## src/rtl/race_pkg.sv

```systemverilog
// race_pkg
// Shared definitions for the race sequencing controller: state encodings,
// key bit positions, screen geometry and a saturating counter helper.
package race_pkg;

  typedef enum logic [1:0] {
    ST_IDLE      = 2'b00,
    ST_COUNTDOWN = 2'b01,
    ST_RACE      = 2'b10,
    ST_FINISH    = 2'b11
  } race_state_e;

  // Bit positions within the one-hot key vector.
  localparam int KEY_UP    = 0;
  localparam int KEY_DOWN  = 1;
  localparam int KEY_LEFT  = 2;
  localparam int KEY_RIGHT = 3;

  // Screen geometry and car sprite size in pixels.
  localparam int SCREEN_W = 1024;
  localparam int SCREEN_H = 768;
  localparam int CAR_SIZE = 64;

  // Position buses carry one bit of headroom above the screen width.
  localparam int POS_W = $clog2(SCREEN_W) + 1;

  localparam logic [15:0] TIME_MAX = 16'hFFFF;

  // Increment that sticks at all-ones instead of wrapping.
  function automatic logic [15:0] sat_inc16(input logic [15:0] v);
    return (v == TIME_MAX) ? v : v + 16'd1;
  endfunction

endpackage

```

## src/rtl/box_hit.sv

```systemverilog
// box_hit
// Combinational inclusive box test on the car's top-left corner.
// Parameters X0/X1/Y0/Y1 give the inclusive box corners.
// Ports:
//   xpos, ypos : car position (unsigned)
//   hit        : 1 when X0 <= xpos <= X1 and Y0 <= ypos <= Y1
module box_hit
  import race_pkg::*;
#(
  parameter int X0 = 0,
  parameter int X1 = 0,
  parameter int Y0 = 0,
  parameter int Y1 = 0
) (
  input  logic [POS_W-1:0] xpos,
  input  logic [POS_W-1:0] ypos,
  output logic             hit
);

  localparam logic [POS_W-1:0] X0_L = POS_W'(X0);
  localparam logic [POS_W-1:0] X1_L = POS_W'(X1);
  localparam logic [POS_W-1:0] Y0_L = POS_W'(Y0);
  localparam logic [POS_W-1:0] Y1_L = POS_W'(Y1);

  assign hit = (xpos >= X0_L) && (xpos <= X1_L) &&
               (ypos >= Y0_L) && (ypos <= Y1_L);

endmodule

```

## src/rtl/race_ctl.sv

```systemverilog
// race_ctl
// Race sequencing controller: start / countdown / race / finish. Gates the
// car's keys, pulses a car reset before each race, counts laps from the
// checkpoint and finish-line boxes and times the race in frames.
// Optional feature macro: RACE_CTL_BEST_LAP_EN adds a per-lap timer and the
// best_lap output (fastest completed lap, in frames).
// Ports:
//   pclk, rst_n  : pixel clock, asynchronous active-low reset
//   frame_ended  : one-cycle pulse per video frame
//   start_btn    : start button level (synchronous to pclk)
//   key_in       : decoded one-hot keys
//   xpos, ypos   : car position
//   key_out      : gated keys to the car controller
//   car_rst      : one-cycle car reset pulse at race start
//   state        : IDLE=00 COUNTDOWN=01 RACE=10 FINISH=11
//   countdown    : digit 3..1 during COUNTDOWN, else 0
//   lap          : completed laps
//   race_time    : frames spent in RACE, saturating
//   finished     : high while in FINISH
//   best_lap     : (RACE_CTL_BEST_LAP_EN only) fastest lap in frames
module race_ctl
  import race_pkg::*;
#(
  parameter int COUNT_FRAMES = 60,
  parameter int LAPS         = 3,
  parameter int CP_X0        = 700,
  parameter int CP_X1        = 760,
  parameter int CP_Y0        = 300,
  parameter int CP_Y1        = 400,
  parameter int FL_X0        = 280,
  parameter int FL_X1        = 340,
  parameter int FL_Y0        = 200,
  parameter int FL_Y1        = 300
) (
  input  logic             pclk,
  input  logic             rst_n,
  input  logic             frame_ended,
  input  logic             start_btn,
  input  logic [3:0]       key_in,
  input  logic [POS_W-1:0] xpos,
  input  logic [POS_W-1:0] ypos,
  output logic [3:0]       key_out,
  output logic             car_rst,
  output logic [1:0]       state,
  output logic [1:0]       countdown,
  output logic [3:0]       lap,
  output logic [15:0]      race_time,
  output logic             finished
`ifdef RACE_CTL_BEST_LAP_EN
  ,
  output logic [15:0]      best_lap
`endif
);

  localparam int FC_W = (COUNT_FRAMES > 1) ? $clog2(COUNT_FRAMES) : 1;
  localparam logic [FC_W-1:0] FC_LAST = FC_W'(COUNT_FRAMES - 1);
  localparam logic [3:0]      LAPS_L  = 4'(LAPS);

  race_state_e     state_q, state_d;
  logic            start_btn_q, start_btn_d;
  logic [FC_W-1:0] frame_cnt_q, frame_cnt_d;
  logic [1:0]      countdown_q, countdown_d;
  logic [3:0]      lap_q, lap_d;
  logic [15:0]     race_time_q, race_time_d;
  logic            cp_armed_q, cp_armed_d;
  logic [3:0]      key_out_q, key_out_d;
  logic            car_rst_q, car_rst_d;
  logic            finished_q, finished_d;
`ifdef RACE_CTL_BEST_LAP_EN
  logic [15:0]     lap_timer_q, lap_timer_d;
  logic [15:0]     best_lap_q, best_lap_d;
  logic [15:0]     lap_time_now;
`endif

  logic start_rise;
  logic cp_hit;
  logic fl_hit;
  logic [3:0] lap_next;

  box_hit #(
    .X0(CP_X0), .X1(CP_X1), .Y0(CP_Y0), .Y1(CP_Y1)
  ) u_cp_box (
    .xpos(xpos),
    .ypos(ypos),
    .hit (cp_hit)
  );

  box_hit #(
    .X0(FL_X0), .X1(FL_X1), .Y0(FL_Y0), .Y1(FL_Y1)
  ) u_fl_box (
    .xpos(xpos),
    .ypos(ypos),
    .hit (fl_hit)
  );

  assign start_rise = start_btn & ~start_btn_q;
  assign lap_next   = lap_q + 4'd1;

  // Next-state and datapath. A lap needs the checkpoint to be armed first;
  // when both boxes are hit in one frame the armed checkpoint is consumed by
  // the lap, so a fresh checkpoint visit is required for the next one.
  always_comb begin
    state_d     = state_q;
    start_btn_d = start_btn;
    frame_cnt_d = frame_cnt_q;
    countdown_d = countdown_q;
    lap_d       = lap_q;
    race_time_d = race_time_q;
    cp_armed_d  = cp_armed_q;
    car_rst_d   = 1'b0;
`ifdef RACE_CTL_BEST_LAP_EN
    lap_timer_d  = lap_timer_q;
    best_lap_d   = best_lap_q;
    lap_time_now = sat_inc16(lap_timer_q);
`endif

    case (state_q)
      ST_IDLE: begin
        lap_d       = 4'd0;
        race_time_d = 16'd0;
`ifdef RACE_CTL_BEST_LAP_EN
        best_lap_d  = TIME_MAX;
`endif
        if (start_rise) begin
          state_d     = ST_COUNTDOWN;
          countdown_d = 2'd3;
          frame_cnt_d = '0;
          cp_armed_d  = 1'b0;
          car_rst_d   = 1'b1;
`ifdef RACE_CTL_BEST_LAP_EN
          lap_timer_d = 16'd0;
          best_lap_d  = TIME_MAX;
`endif
        end
      end

      ST_COUNTDOWN: begin
        if (frame_ended) begin
          if (frame_cnt_q == FC_LAST) begin
            frame_cnt_d = '0;
            countdown_d = countdown_q - 2'd1;
            if (countdown_q == 2'd1) begin
              state_d = ST_RACE;
            end
          end else begin
            frame_cnt_d = frame_cnt_q + 1'b1;
          end
        end
      end

      ST_RACE: begin
        if (frame_ended) begin
          race_time_d = sat_inc16(race_time_q);
`ifdef RACE_CTL_BEST_LAP_EN
          lap_timer_d = lap_time_now;
`endif
          if (fl_hit && cp_armed_q) begin
            lap_d      = lap_next;
            cp_armed_d = 1'b0;
`ifdef RACE_CTL_BEST_LAP_EN
            lap_timer_d = 16'd0;
            if (lap_time_now < best_lap_q) begin
              best_lap_d = lap_time_now;
            end
`endif
            if (lap_next == LAPS_L) begin
              state_d = ST_FINISH;
            end
          end else if (cp_hit) begin
            cp_armed_d = 1'b1;
          end
        end
      end

      ST_FINISH: begin
        if (start_rise) begin
          state_d     = ST_IDLE;
          lap_d       = 4'd0;
          race_time_d = 16'd0;
`ifdef RACE_CTL_BEST_LAP_EN
          best_lap_d  = TIME_MAX;
`endif
        end
      end

      default: state_d = ST_IDLE;
    endcase

    // Keys pass only while the next state is RACE, so they drop to zero on
    // the very first cycle the reported state leaves RACE.
    key_out_d  = (state_d == ST_RACE) ? key_in : 4'd0;
    finished_d = (state_d == ST_FINISH);
  end

  // State and output registers.
  always_ff @(posedge pclk or negedge rst_n) begin
    if (!rst_n) begin
      state_q     <= ST_IDLE;
      start_btn_q <= 1'b0;
      frame_cnt_q <= '0;
      countdown_q <= 2'd0;
      lap_q       <= 4'd0;
      race_time_q <= 16'd0;
      cp_armed_q  <= 1'b0;
      key_out_q   <= 4'd0;
      car_rst_q   <= 1'b0;
      finished_q  <= 1'b0;
`ifdef RACE_CTL_BEST_LAP_EN
      lap_timer_q <= 16'd0;
      best_lap_q  <= TIME_MAX;
`endif
    end else begin
      state_q     <= state_d;
      start_btn_q <= start_btn_d;
      frame_cnt_q <= frame_cnt_d;
      countdown_q <= countdown_d;
      lap_q       <= lap_d;
      race_time_q <= race_time_d;
      cp_armed_q  <= cp_armed_d;
      key_out_q   <= key_out_d;
      car_rst_q   <= car_rst_d;
      finished_q  <= finished_d;
`ifdef RACE_CTL_BEST_LAP_EN
      lap_timer_q <= lap_timer_d;
      best_lap_q  <= best_lap_d;
`endif
    end
  end

  assign state     = state_q;
  assign countdown = countdown_q;
  assign lap       = lap_q;
  assign race_time = race_time_q;
  assign key_out   = key_out_q;
  assign car_rst   = car_rst_q;
  assign finished  = finished_q;
`ifdef RACE_CTL_BEST_LAP_EN
  assign best_lap  = best_lap_q;
`endif

endmodule

```

## config.mk

```make
export PLATFORM = sky130hd
export DESIGN_NAME = race_ctl
export DESIGN_NICKNAME = d
export VERILOG_FILES = /design/src/rtl/race_pkg.sv /design/src/rtl/box_hit.sv /design/src/rtl/race_ctl.sv
export SDC_FILE = /design/constraint.sdc
export NUM_CORES = 1
export LEC_CHECK = 0
export CORE_ASPECT_RATIO = 1.5
export CORE_MARGIN = 2
export CORE_UTILIZATION = 23
export CTS_CLUSTER_SIZE = 40
export DETAILED_ROUTE_END_ITERATION = 16
export SLEW_MARGIN = 20
export SYNTH_ARGS = -nofsm -noshare
export SYNTH_HDL_FRONTEND = slang
export SYNTH_SLANG_ARGS = --single-unit
export TNS_END_PERCENT = 10
```

## constraint.sdc

```tcl
create_clock -name pclk -period 4.8 [get_ports pclk]
set_input_delay 1.2 -clock pclk [delete_from_list [all_inputs] [get_ports pclk]]
set_output_delay 1.2 -clock pclk [all_outputs]
set_load 0.01 [all_outputs]
```

After elaboration in Yosys (flattened, before gate mapping)
Cells that the tools add are included.
Widths: inputs -> output; s select.
{"block": "totals", "reg_bits": 38, "inputBits": 30, "out_inout_bits": 30, "word_cells": 90}
{"block": "op_classes", "add_sub_neg": 4, "n_lt_le_gt_ge": 8, "n_eq_ne": 17, "muxes": 33, "n_bitwise": 2, "n_reduce_logical": 16}
{"cell": "$mux 16", "n": 3}
{"cell": "$pmux 16 s3", "n": 1}
{"cell": "$le 11x9->1 const B", "n": 3}
{"cell": "$ge 11x9->1 const B", "n": 2}
{"cell": "$mux 2", "n": 11}
{"cell": "$mux 6", "n": 3}
{"cell": "$add 16x1->16 const B", "n": 1}
{"cell": "$eq 16x16->1 const B", "n": 1}
{"cell": "$mux 4", "n": 4}
{"cell": "$reduce_and 4->1", "n": 4}
{"cell": "$ne 2x2->1 const B", "n": 7}
{"cell": "$pmux 4 s3", "n": 1}
{"cell": "$pmux 6 s2", "n": 1}
{"cell": "$ge 11x10->1 const B", "n": 1}
{"cell": "$ge 11x8->1 const B", "n": 1}
{"cell": "$le 11x10->1 const B", "n": 1}
{"cell": "$eq 2x2->1 const B", "n": 4}
{"cell": "$pmux 2 s4", "n": 1}
{"cell": "$logic_and 1x1->1", "n": 7}
{"cell": "$add 6x1->6 const B", "n": 1}
{"cell": "$eq 6x6->1 const B", "n": 1}
{"cell": "$mux 1", "n": 6}
{"cell": "$add 4x1->4 const B", "n": 1}
{"cell": "$eq 2x1->1 const B", "n": 2}
{"cell": "11 further kinds", "n": 12}

Longest topological paths before layout
Gate-level depths: netlist of the first run.
{"block": "depth", "ltp_word": 10, "depth_mapped": 8, "depth_no_buf": 6}

Hierarchy
A second synthesis of the first run with hierarchy kept.
{"block": "unflattened", "cells_unflattened": 242, "hier_area_um2": 2243.4}
{"mod": "race_ctl", "instances": 1, "cells_per_inst": 216, "area_per_inst_um2": 2048.2, "seq_area_each_um2": 950.9}
{"mod": "box_hit at u_cp_box", "instances": 1, "cells_per_inst": 14, "area_per_inst_um2": 100.1, "seq_area_each_um2": 0.0}
{"mod": "box_hit at u_fl_box", "instances": 1, "cells_per_inst": 12, "area_per_inst_um2": 95.1, "seq_area_each_um2": 0.0}

Worst setup path after synthesis of the first run
OpenSTA, ideal clock, no wires.
{"block": "synth_timing", "kind": "in2reg", "from": "in ypos[5]", "to": "reg key_out_q[0], in the netlist key_out[0]", "setup_time_ns": 0.137, "t_arrival_ns": 2.398, "required_time_ns": 4.663, "path_slack_ns": 2.266, "path_stages": 5, "path_buffers": 0, "path_cell_list": "nor3_1 -> or3_1 -> a211o_2 -> o41ai_2 -> a21boi_1"}
{"block": "synth_via", "elab_chain_len": 9, "word_cells_on_any_way": 10, "cone_classes": "order compare (2); eq/ne (1); mux (4); reduce/logical (3)"}
{"element": "start, declared", "line_no": "race_ctl.sv:41", "text": "input logic [POS_W-1:0] ypos,"}
{"element": "$ge 11x8->1", "line_no": "box_hit.sv:26", "text": "(ypos >= Y0_L) && (ypos <= Y1_L);"}
{"element": "$logic_and 1x1->1", "line_no": "box_hit.sv:25", "text": "assign hit = (xpos >= X0_L) && (xpos <= X1_L) &&"}
{"element": "$logic_and 1x1->1 (*)", "line_no": "box_hit.sv:26"}
{"element": "$logic_and 1x1->1 (*)", "line_no": "race_ctl.sv:157", "text": "if (fl_hit && cp_armed_q) begin"}
{"element": "$mux 2 (*)", "line_no": "race_ctl.sv:157"}
{"element": "$mux 2 (*)", "line_no": "race_ctl.sv:152", "text": "if (frame_ended) begin"}
{"element": "$pmux 2 s4 (*)", "line_no": "race_ctl.sv:117", "text": "case (state_q)"}
{"element": "$eq 2x2->1 (*)", "line_no": "race_ctl.sv:191", "text": "key_out_d = (state_d == ST_RACE) ? key_in : 4'd0;"}
{"element": "$mux 4 (*)", "line_no": "race_ctl.sv:191"}
{"element": "named net key_out_d[0]", "line_no": "race_ctl.sv:66", "text": "logic [3:0] key_out_q, key_out_d;"}
{"element": "end signal, assigned", "line_no": "race_ctl.sv:220", "text": "key_out_q <= key_out_d;"}
{"element": "end, declared", "line_no": "race_ctl.sv:66"}
Mark *: on every way through the listed nets, which the timed path passes. The rest lies on a longest branch.
A chain may end at the register's enable or synchronous reset.

Worst setup path after layout of the first run
{"block": "layout_timing", "from": "in ypos[5]", "to": "reg key_out_q[3], in the netlist key_out[3]"}
Same word-level chain as after synthesis.

==> impl_metrics.yaml, run 1 <==
routing:
  dr_wl_met3_um: 178
  wire_per_inst_um: 13.7
  drtAntennaViolNets: 0
  routed_wl_um: 5890
  wl_met1_um: 2400
  drtPass1Iterations: 13
  top_layer: "met4"
  route.vias.total: 2177
  drc_errors: 1
  routed-wl-met2_um: 3180
  drt_iter0_markers: 142
  viasPerCell: 5.07
power_and_ir_drop:
  power.leakage_nw: 1.26
  totalPowerFinal_w: 0.000932
  vdd_drop_max_v: 0.000130
  powerDensity_nw_per_um2: 293
clock_network:
  cts_tree: "done"
  cts_max_level: 2
  cts.clk_slew.worst_paths_ns: 0.05
  postCtsSetupBuffers: 0
  ctsResizeCount: 0
  insertion_delay_ns: 0.28
  ctsHoldBuffers: 0
  cts_root_buf: "clkbuf_16"
  cts.sinks: 38
  cts_buffers: 5
  clock_path_buffers: 2
yosys:
  ys_warn_count: 0
  synthDistinctLibCells: 54
  synth_edf_count: 0
  syn_area_um2: 2310
  synth-seq-cells: 38
  ys.flop_type: "dfrtp_1"
  synthCells: 254
  syn_nets: 289
  avgSynthCellArea_um2: 9.09
  seq_area_frac_synth: 0.412
  ys_async_sr_fraction: 1.00
global_route:
  grt_overflow: 0
  grt_pass1_wl_um: 10100
  grt_max_degree: 39
  grt_pass1_vias: 2229
  grt_use_total: 0.114
  grt_antenna_before_repair: 0
floorplan:
  fp.dieW_um: 85.8
  io-pin-count: 60
  die_height_um: 127
  start_util: 0.237
  fp-row-count: 44
  core_area_um2: 9740
  floorplan.die_area_um2: 10900
setup_path:
  r2r.worst_path.cells: 5
  cp-start-kind: "input port"
  cp_max_fo: 9
  reg2reg_slack_ns: 2.19
  crit_chain: "clkdlybuf4s50_1 -> nor3_1 -> or3_1 -> a211o_2 -> o41ai_2 -> a21boi_1"
  arrival_ns: 3.20
  rr_startpoint: "state[1]"
  rr_endpoint: "race_time[4]"
  cp-end-kind: "flop"
  crit_type: "input port to flop"
  required_ns: 4.94
  critical-path-max-stage-delay_ns: 0.55
  slowest_stage: "clkdlybuf4s50_1"
layout:
  fillerInstances: 983
  nNetsFinal: 348
  synthToLayoutAreaGrowth_pct: 37.9
  n_antenna_cell: 0
  mostFrequentLayoutCell: "clkdlybuf4s50_1"
  fin_area_um2: 3180
  layout-drive-gt1-share: 0.0669
  most-common-layout-cells: "58 x clkdlybuf4s50_1, 38 x dfrtp_1, 28 x nand2_1"
status:
  violations: "DRC"
  outcome: "finished with violations"
job:
  drv_cap: 0
worst_hold_path:
  whs_path_depth: 1
  min_from: "frame_cnt_q[0]"
  min_path_type: "flop to flop"
  hold-path-endpoint: "frame_cnt_q[0]"
timing:
  setup_viol: 0
  fin_crit_sh: 0.636
  tns_ns: 0
  setup_ws_ns: 1.75
  slew_headroom: 0.416
  rsz0062_at_grt: "no"
  worstMarginPinSlew_ns: 0.876
  fin_crit_ns: 3.05
  slew_viol_final: 0
  finalHoldViolations: 0
  final.setup_skew_ns: 0.00824
  maxClockFrequency_ghz: 0.327
placement:
  gp_congestion: 0.780
  io_buffers: 59
  place_area_um2: 2990
  hpwlAfterDp_um: 4520
  dp_worst_setup_slack_ns: 1.42
==> cell families (layout without fill, tap and decap cells) <==
family                     count (synthesis)  count (layout)  synth area share
DFF                                       38              38             0.412
buffers and inverters                     17              77            0.0390
adders and majority gates                  5               5            0.0271
AOI/OAI and AO/OA                         74              74             0.238
and+or+nand+nor                          117             117             0.273
xor gates and xnor gates                   3               3            0.0114
==> stage by stage <==
stage,hold slack (ns),util,cells
after floorplan,0.466,-,254
after global placement,0.485,0.306,421
after detailed placement,0.496,0.306,421
after CTS,0.507,0.327,429
after global routing,0.537,0.327,429
final,0.507,0.327,429
==> cell usage after synthesis, types with 2 or more instances <==
cell / instances / area share
a21boi_1: 4 / 0.013
a21oi_1: 12 / 0.026
a31oi_1: 2 / 0.0054
and2_1: 2 / 0.0054
and3_1: 7 / 0.019
buf_6: 3 / 0.015
clkbuf_1: 3 / 0.0049
dfrtp_1: 38 / 0.41
ha_1: 5 / 0.027
inv_1: 10 / 0.016
nand2_1: 28 / 0.046
nand2b_1: 6 / 0.016
nand3_1: 17 / 0.037
nand3b_1: 3 / 0.0098
nand4_1: 7 / 0.019
nor2_1: 13 / 0.021
nor3_1: 9 / 0.020
o2111ai_1: 4 / 0.015
o211ai_1: 3 / 0.0098
o21ai_0: 20 / 0.043
o21ai_1: 5 / 0.011
o311ai_1: 2 / 0.0076
o31ai_1: 4 / 0.013
o31ai_2: 2 / 0.011
o41ai_2: 3 / 0.021
or2_1: 2 / 0.0054
or3_1: 7 / 0.019
or4_1: 5 / 0.016
xor2_1: 3 / 0.011
==> registers in the layout, summed over array words and instances, names as in the netlist <==
| register | cells |
|---|---|
| cp_armed_q | 1 |
| key_out | 4 |
| start_btn_q | 1 |
| countdown | 2 |
| car_rst | 1 |
| finished | 1 |
| state | 2 |
| frame_cnt_q | 6 |
| race_time | 16 |
| lap | 4 |
==> how the worst max path moves through the flow <==
| stage | from | endpoint | cells after the start |
|---|---|---|---|
| 4_1_cts | ypos[5] | key_out[3] | 6 |
| 2_1_floorplan | ypos[5] | key_out[0] | 5 |
| 3_5_place_dp | ypos[5] | key_out[3] | 6 |
| 3_3_place_gp | ypos[5] | key_out[3] | 6 |
| 5_1_grt | ypos[5] | key_out[1] | 6 |
| 6_report | ypos[5] | key_out[3] | 6 |
==> metal layers <==
layer,track usage,vias up
li1,-,1077
met1,0.127,1043
met2,0.210,44
met3,0.0215,13
met4,0.0411,0
met5,0,-
==> report_power, final <==
part           internal, W  switching (W)
Combinational    0.0000584      0.0000618
Sequential        0.000343      0.0000261
Clock             0.000312       0.000130
==> cell type report <==
type | instances | area (um^2) | area share
Tap cell | 115 | 144 | 0.0452
Clock buffer | 6 | 139 | 0.0436
Sequential cell | 38 | 951 | 0.299
Inverter | 10 | 37.5 | 0.0118
Timing Repair Buffer | 59 | 586 | 0.184
Multi-Input combinational cell | 199 | 1270 | 0.398
Clock inverter | 2 | 60.1 | 0.0189
==> critical path, delay by kind of cell <==
| kind | cells | cell delay [ns] |
|---|---|---|
| and+or+nand+nor | 2 | 0.43 |
| AOI/OAI and AO/OA | 3 | 1.00 |
| buffers and inverters | 1 | 0.55 |
Power figures use the tool's default switching activity.
==> inputs of run 2 (changes only) <==
- clock period: 4.8 -> 3.2 ns (I/O delays scaled with it)
==> run 2 against run 1 <==
The flow still finishes with violations (DRC). Final cell count grew 0.47%. Highest routed layer unchanged. Worst hold slack improved by 0.010 ns. Combinational power increased by 49%. Clock power is 32% higher. Sequential share of layout area rose by 0.071 points. Global-route usage up 0.11 points. Die area did not move.
==> impl_metrics.yaml, run 2 (synthesis results as in run 1) <==
layout:
  n_antenna_cell: 0
  fillerInstances: 990
  most-common-layout-cells: "58 x clkdlybuf4s50_1, 38 x dfrtp_1, 28 x nand2_1"
  fin_area_um2: 3180
  utilization: 0.326
  largest_register_ffs: 16
  synthToLayoutAreaGrowth_pct: 37.6
  mostFrequentLayoutCell: "clkdlybuf4s50_1"
  nNetsFinal: 351
  layout-drive-gt1-share: 0.0728
clock_network:
  cts_tree: "done"
  cts_max_level: 2
  cts_buffers: 5
  ctsResizeCount: 0
  postCtsSetupBuffers: 0
  clock_path_buffers: 2
  cts_root_buf: "clkbuf_16"
  ctsHoldBuffers: 0
  cts.clk_slew.worst_paths_ns: 0.06
  cts.sinks: 38
  insertion_delay_ns: 0.28
timing:
  setup_viol: 0
  final.setup_skew_ns: 0.00436
  rsz0062_at_grt: "no"
  fin_crit_ns: 2.67
  tns_ns: 0
  maxClockFrequency_ghz: 0.375
  holdWs_ns: 0.518
  finalHoldViolations: 0
  slew_headroom: 0.403
  fin_crit_sh: 0.833
  worstMarginPinSlew_ns: 0.895
  slew_viol_final: 0
setup_path:
  required_ns: 3.35
  cp-start-kind: "input port"
  crit_chain: "clkdlybuf4s50_1 -> nor3_1 -> or3_1 -> a211o_2 -> o41ai_2 -> a21boi_1"
  slowest_stage: "clkdlybuf4s50_1"
  critical-path-max-stage-delay_ns: 0.55
  crit_buf_inv: 1
  critPathTopFamily: "compound AO/OA/AOI/OAI gates"
  arrival_ns: 2.81
  cp-end-kind: "flop"
  crit_type: "input port to flop"
  cp_max_fo: 9
placement:
  hpwlAfterDp_um: 4550
  place_area_um2: 3010
  gp_congestion: 0.791
  io_buffers: 59
power_and_ir_drop:
  powerDensity_nw_per_um2: 415
  internal_power_w: 0.000987
  sw_frac_of_total: 0.251
  pwr-share-clk: 0.443
  seq_power_share: 0.421
  switchingPower_w: 0.000331
  vdd_drop_max_v: 0.000183
  power.leakage_nw: 1.26
  totalPowerFinal_w: 0.00132
  p_comb_frac: 0.136
global_route:
  grt_pass1_wl_um: 10200
  grt_pass1_vias: 2185
  grt_overflow: 0
  grt_use_total: 0.115
  grt_max_degree: 39
  grt_antenna_before_repair: 0
routing:
  drtAntennaViolNets: 0
  route.vias.total: 2192
  viasPerCell: 5.09
  drt_iter0_markers: 172
  drtPass1Iterations: 12
  routed_wl_um: 6050
  drc_errors: 1
  wire_per_inst_um: 14.0
floorplan:
  floorplan.die_area_um2: 10900
  start_util: 0.237
  die_height_um: 127
  io-pin-count: 60
  fp.dieW_um: 85.8
  core_area_um2: 9740
  fp-row-count: 44
worst_hold_path:
  min_path_type: "flop to flop"
status:
  outcome: "finished with violations"
  violations: "DRC"
job:
  drv_cap: 0
==> run 2: cell types whose count changed in the layout (fill, tap and decap cells not counted) <==
cell and delta:
buf_4 +3, bufinv_16 -1
==> run 2: path summary, 6_finish.rpt <==
kind,depth (start not counted),slack [ns],startpoint,to
max,6,0.53,ypos[5],key_out[2]
min,1,0.52,frame_cnt_q[0],frame_cnt_q[0]
max reg2reg,6,0.91,state[0],race_time[13]
min reg2reg,1,0.52,frame_cnt_q[0],frame_cnt_q[0]
max in group asynchronous,1,1.99,rst_n,race_time[1]
min in group asynchronous,1,0.63,rst_n,race_time[11]
==> run 2: routing by layer <==
metal,global-route usage,wire (um),up-vias
li1,-,-,1076
met1,0.131,2430,1066
met2,0.210,3290,38
met3,0.0241,193,12
met4,0.0392,129,0
met5,0,0,-
==> run 2: power groups by stage <==
stage | registers [W] | logic, W | clock network [W]
after floorplan | 0.000554 | 0.0000941 | 0
after global routing | 0.000562 | 0.000203 | 0.000610
after CTS | 0.000554 | 0.000182 | 0.000590
final | 0.000555 | 0.000179 | 0.000584
after global placement | 0.000561 | 0.000175 | 0
after detailed placement | 0.000562 | 0.000181 | 0
==> run 2: area by class of cell <==
class	count	area, um^2	share of cell area
repair buffers	62	608	0.191
clock buffers	6	139	0.0437
multi-input cells	199	1270	0.399
well taps	115	144	0.0453
flip-flops and latches	38	951	0.299
inverters	10	37.5	0.0118
clock inverters	1	30.0	0.00945
==> run 2: stage by stage <==
| stage | worst slack (ns) | std cells |
|---|---|---|
| detailed placement | 0.213 | 424 |
| global route | 0.427 | 431 |
| global placement | 0.283 | 424 |
| CTS | 0.507 | 431 |
| finish | 0.534 | 431 |
| floorplan | 1.07 | 254 |
